`src/rtl/fir_mac_engine.sv`:
```
// Multi-channel FIR engine: one rounded, saturated dot product of a circular sample
// window and a coefficient kernel per accepted start, read from external sync RAMs.
module fir_mac_engine #(
  parameter int DATA_W = 16,
  parameter int COEF_W = 16,
  parameter int TAPS   = 128,
  parameter int ADDR_W = $clog2(TAPS),
  parameter int NUM_CH = 2,
  parameter int CH_W   = (NUM_CH > 1) ? $clog2(NUM_CH) : 1,
  parameter int SHIFT  = 15,
  parameter int ACC_W  = DATA_W + COEF_W + ADDR_W
) (
  input  logic                   clk,
  input  logic                   reset_n,
  input  logic                   start,
  input  logic [CH_W-1:0]        start_ch,
  input  logic [ADDR_W-1:0]      start_addr,
  input  logic [ADDR_W-1:0]      num_taps,
  output logic                   busy,
  output logic [CH_W+ADDR_W-1:0] audio_addr,
  input  logic [DATA_W-1:0]      audio_data,
  output logic [CH_W+ADDR_W-1:0] kernel_addr,
  input  logic [COEF_W-1:0]      kernel_data,
  output logic [DATA_W-1:0]      result,
  output logic [CH_W-1:0]        result_ch,
  output logic                   result_valid,
  output logic                   overflow,
  output logic [1:0]             fsm_state
);

  localparam logic [1:0] S_IDLE  = 2'd0;
  localparam logic [1:0] S_ISSUE = 2'd1;
  localparam logic [1:0] S_DRAIN = 2'd2;
  localparam logic [1:0] S_OUT   = 2'd3;

  localparam int PROD_W = DATA_W + COEF_W;
  localparam logic signed [ACC_W-1:0] RND  = ACC_W'(64'd1 << (SHIFT - 1));
  localparam logic signed [ACC_W-1:0] MAXV = ACC_W'((64'd1 << (DATA_W - 1)) - 64'd1);
  localparam logic signed [ACC_W-1:0] MINV = -MAXV - ACC_W'(1);

  logic [1:0]               state;
  logic [CH_W-1:0]          ch_q;
  logic [ADDR_W-1:0]        last_q;
  logic [ADDR_W-1:0]        k_q;
  logic [ADDR_W-1:0]        s_q;
  logic                     drain_cnt;
  logic                     v1;
  logic                     v2;
  logic signed [PROD_W-1:0] prod;
  logic signed [ACC_W-1:0]  acc;
  logic signed [ACC_W-1:0]  acc_rnd;
  logic signed [ACC_W-1:0]  rounded;
  logic [DATA_W-1:0]        sat_val;
  logic                     sat_flag;
  logic                     accept;

  // Handshake: a request is taken on any rising edge where start=1 and busy=0;
  // busy stays high through the result_valid cycle, so start during busy is dropped.
  assign accept      = start && !busy;
  assign audio_addr  = {ch_q, s_q};
  assign kernel_addr = {ch_q, k_q};
  assign fsm_state   = state;

  assign acc_rnd = acc + RND;
  assign rounded = acc_rnd >>> SHIFT;

  always_comb begin
    sat_val  = rounded[DATA_W-1:0];
    sat_flag = 1'b0;
    if (rounded > MAXV) begin
      sat_val  = {1'b0, {(DATA_W-1){1'b1}}};
      sat_flag = 1'b1;
    end else if (rounded < MINV) begin
      sat_val  = {1'b1, {(DATA_W-1){1'b0}}};
      sat_flag = 1'b1;
    end
  end

  always_ff @(posedge clk or negedge reset_n) begin
    if (!reset_n) begin
      state        <= S_IDLE;
      busy         <= 1'b0;
      ch_q         <= '0;
      last_q       <= '0;
      k_q          <= '0;
      s_q          <= '0;
      drain_cnt    <= 1'b0;
      result       <= '0;
      result_ch    <= '0;
      result_valid <= 1'b0;
      overflow     <= 1'b0;
    end else begin
      result_valid <= 1'b0;
      if (result_valid) busy <= 1'b0;
      case (state)
        S_IDLE: begin
          if (accept) begin
            state  <= S_ISSUE;
            busy   <= 1'b1;
            ch_q   <= start_ch;
            s_q    <= start_addr;
            k_q    <= '0;
            // num_taps=0 wraps to TAPS-1, which encodes a full-length kernel
            last_q <= num_taps - ADDR_W'(1);
          end
        end
        S_ISSUE: begin
          if (k_q == last_q) begin
            state     <= S_DRAIN;
            drain_cnt <= 1'b0;
          end else begin
            k_q <= k_q + ADDR_W'(1);
            s_q <= (s_q == last_q) ? '0 : s_q + ADDR_W'(1);
          end
        end
        S_DRAIN: begin
          if (drain_cnt) state <= S_OUT;
          drain_cnt <= 1'b1;
        end
        default: begin
          state        <= S_IDLE;
          result       <= sat_val;
          overflow     <= sat_flag;
          result_ch    <= ch_q;
          result_valid <= 1'b1;
        end
      endcase
    end
  end

  // Tap pipeline: address cycle -> RAM data (v1) -> registered product (v2) -> accumulate.
  always_ff @(posedge clk or negedge reset_n) begin
    if (!reset_n) begin
      v1   <= 1'b0;
      v2   <= 1'b0;
      prod <= '0;
      acc  <= '0;
    end else begin
      v1   <= (state == S_ISSUE);
      v2   <= v1;
      prod <= PROD_W'($signed(audio_data)) * PROD_W'($signed(kernel_data));
      if (accept)
        acc <= '0;
      else if (v2)
        acc <= acc + {{(ACC_W-PROD_W){prod[PROD_W-1]}}, prod};
    end
  end

endmodule

```
`config.mk`:
```
export PLATFORM = sky130hd
export DESIGN_NAME = fir_mac_engine
export DESIGN_NICKNAME = d
export VERILOG_FILES = /design/src/rtl/fir_mac_engine.sv
export SDC_FILE = /design/constraint.sdc
export NUM_CORES = 1
export LEC_CHECK = 0
export ABC_CLOCK_PERIOD_IN_PS = 5100
export BUFFER_PORTS_ARGS = -buffer_cell sky130_fd_sc_hd__buf_2
export CAP_MARGIN = 0
export CORE_MARGIN = 5
export CORE_UTILIZATION = 40
export DETAILED_ROUTE_END_ITERATION = 16
export RECOVER_POWER = 25
export SLEW_MARGIN = 30
export SYNTH_ARGS = -nofsm -noshare
export SYNTH_HDL_FRONTEND = slang
export SYNTH_SLANG_ARGS = --single-unit
```
`constraint.sdc`:
```
create_clock -name clk -period 5.1 [get_ports clk]
set_clock_uncertainty 0.1 [all_clocks]
set_input_delay 0.51 -clock clk [delete_from_list [all_inputs] [get_ports clk]]
set_output_delay 0.51 -clock clk [all_outputs]
set_load 0.005 [all_outputs]
```
==> impl_metrics.json <==
{
  "post-route-min-period_ns": 5.58,
  "routed_wl_mm": 41.1,
  "cts_tree": "built",
  "rows": 75,
  "path_clk_slew_ns": 0.06,
  "grt_pass1_wl_mm": 69.9,
  "max_freq_mhz": 179,
  "first_iter_violations": 720,
  "start_util_pct": 40.4,
  "grt_pass1_vias": 14200,
  "clk_path_buf_depth": 2,
  "status": "finished, violations left",
  "die_area_mm2": 0.0466,
  "ys_async_sr_fraction_pct": 100,
  "maxSlewHeadroom_pct": -177,
  "synth_ff_type": "dfrtp_1",
  "worst_pin_slew_ns": 4.15,
  "critical_path_class": "primary input to flop",
  "drtPass1Iterations": 5,
  "cts_buffers": 17,
  "synth.distinct_cells": 71,
  "synth_edf_count": 0,
  "drv_slew": 74,
  "dr_total_vias": 13200,
  "setup_ws_ns": -0.480,
  "antenna_left": 0,
  "syn_avg_cell_area_um2": 9.13,
  "port_buffers": 87,
  "min_path_cells": 2,
  "cts_num_sinks": 118,
  "cp_max_fo": 8,
  "synth_fp_nets": 2298,
  "rsz0062_at_grt": "yes",
  "die_height_um": 216,
  "die_x_um": 216,
  "fin_crit_sh_pct": 109,
  "avgRoutedWirePerCell_um": 15.5,
  "cp.arrival_ns": 5.81,
  "drc": 0,
  "area_growth_pct": 24.0,
  "synthCells": 1857,
  "min-delay-start": "num_taps[0]",
  "worst_setup_path_end_kind": "flop",
  "ys_ff_latch": 118,
  "core_area_mm2": 0.0419,
  "place_hpwl_mm": 33.5,
  "grt_use_total_pct": 17.9,
  "cap_violations": 1,
  "reg2reg_to": "acc[38]",
  "reg2regPathDepth": 11,
  "overflow": 0,
  "ios": 88,
  "clock-root-buffer": "clkbuf_16",
  "synth_warnings": 0,
  "pre_cts_ws_ns": -1.13,
  "r2r-start": "acc[0]",
  "drive_above_1_share_pct": 22.6,
  "violations": "capacitance limit, slew limit, setup timing",
  "ctsHoldBuffers": 0,
  "setup_viol": 16,
  "via_per_inst": 4.96,
  "final_net_count": 2548,
  "yosysSeqAreaShare_pct": 17.4,
  "startpoint_type": "primary input",
  "clock_latency_ns": 0.42,
  "crit_required_ns": 5.33,
  "hold_end": "last_q[0]",
  "antenna_found_initial": 0,
  "num_antenna_cells": 0,
  "hold_path.class": "primary input to flop",
  "reg2reg_slack_ns": 1.72,
  "cts.htree.levels": 4,
  "syn_area_mm2": 0.0170,
  "gp_congestion": 0.858,
  "finalHoldViolCount": 0,
  "grt_max_degree": 74
}
sequential cells by signal, summed over array words and instances (netlist names):
register	cells
acc	39
k_q	7
result_valid	1
overflow	1
prod	32
last_q	7
ch_q	1
result_ch	1
busy	1
v1	1
drain_cnt	1
result	16
s_q	7
v2	1
fsm_state	2
worst max-delay path by stage:
stage,to,cells after the start,from
4_1_cts,prod[31],23,kernel_data[6]
2_1_floorplan,prod[30],22,audio_data[15]
5_1_grt,prod[31],22,audio_data[7]
3_5_place_dp,prod[31],22,kernel_data[4]
6_report,prod[31],19,audio_data[9]
3_3_place_gp,prod[31],23,kernel_data[4]
critical path, cell delays in order:
cell and delay (ns):
buf_4 0.15, buf_4 0.16, and2_1 0.17, fa_1 0.49, fa_1 0.57, fa_1 0.53, fa_1 0.51, fa_1 0.49
inv_1 0.05, fa_1 0.53, inv_1 0.06, ha_4 0.17, nor4_1 0.33, o211ai_1 0.17, o21ai_2 0.22, a21oi_2 0.10
a211o_1 0.31, a21oi_2 0.14, xnor2_1 0.13
area by class of cell:
cell class | count | area, µm²
clock buffers | 18 | 439
clock inverters | 14 | 199
fillers | 3803 | 20900
inverters | 354 | 1330
multi-input cells | 1329 | 13100
flip-flops and latches | 118 | 2950
well taps | 539 | 674
repair buffers | 287 | 2330
cell usage in the layout (no fill, tap or decap), types with 11 or more instances in the layout:
cell,n
nand2b_1,20
inv_1,320
nand2_1,182
o21ai_0,44
buf_6,32
fa_1,245
buf_2,56
and2_1,113
nand4_1,12
ha_4,16
clkbuf_16,20
buf_4,179
o22ai_1,11
fa_2,18
buf_12,11
o22a_1,16
inv_2,33
xor2_1,37
nor3_1,14
xnor2_1,59
mux2i_1,18
nand3_1,20
and2_4,15
a211oi_1,16
nor2_1,105
a21o_1,27
o21a_1,14
a21oi_1,52
a21oi_2,15
dfrtp_1,117
ha_1,111
metal layers:
metal | global-route usage [%] | part of all wire [%]
met5 | 0 | 0
met3 | 2.47 | 4.1
met4 | 4.82 | 2.3
met2 | 30.0 | 48
met1 | 24.6 | 46
through the flow:
| step | std cells | utilization (%) | area [µm²] | hold WS, ns | TNS (ns) |
|---|---|---|---|---|---|
| after floorplan | 1857 | - | 17400 | 0.114 | -5.35 |
| after global placement | 2607 | 46.5 | 19500 | 0.235 | -15.62 |
| after detailed placement | 2607 | 46.6 | 19500 | 0.245 | -16.30 |
| after CTS | 2651 | 49.0 | 20500 | 0.0249 | -4.01 |
| after global routing | 2659 | 50.1 | 21000 | 0.207 | -7.12 |
| final | 2659 | 50.1 | 21000 | 0.222 | -3.97 |
synthesized netlist by cell type (4+ instances only):
cell | instances | area, µm²
a211oi_1 | 17 | 128
a21o_1 | 27 | 203
a21oi_1 | 69 | 345
a22o_1 | 7 | 61.3
a31oi_1 | 5 | 31.3
a41oi_1 | 4 | 35.0
and2_1 | 128 | 801
and3_1 | 8 | 50.1
clkbuf_1 | 48 | 180
dfrtp_1 | 118 | 2950
fa_1 | 263 | 5270
ha_1 | 128 | 1600
inv_1 | 353 | 1330
mux2i_1 | 18 | 180
nand2_1 | 191 | 717
nand2b_1 | 20 | 125
nand3_1 | 21 | 105
nand4_1 | 12 | 75.1
nor2_1 | 110 | 413
nor2b_1 | 10 | 62.6
nor3_1 | 15 | 75.1
o211ai_1 | 4 | 30.0
o21a_1 | 14 | 105
o21ai_0 | 55 | 275
o21bai_1 | 6 | 45.0
o22a_1 | 16 | 140
o22ai_1 | 11 | 68.8
or2_2 | 5 | 31.3
or3_1 | 4 | 25.0
xnor2_1 | 62 | 543
xor2_1 | 38 | 333
cells by family (layout without fill, tap and decap cells):
logic type	after synthesis	in the layout	synth area share, %
buffers and inverters	410	673	9.18
AOI/OAI and AO/OA	273	273	10.7
DFF	118	118	17.4
xor gates and xnor gates	100	100	5.17
adders and majority gates	391	391	40.5
muxes	22	22	1.33
and+or+nand+nor	543	543	15.7
timing repair:
item | CTS | global route
pin swaps | 42 | 101
endpoints found under the setup margin | 20 | 22
buffers inserted | 13 | 7
gates cloned | 0 | 3
gates resized for setup | 79 | 105
Power is left out: the tool's default activity adds up to more than one toggle a clock period on the data nets, which glitch-free logic cannot reach.
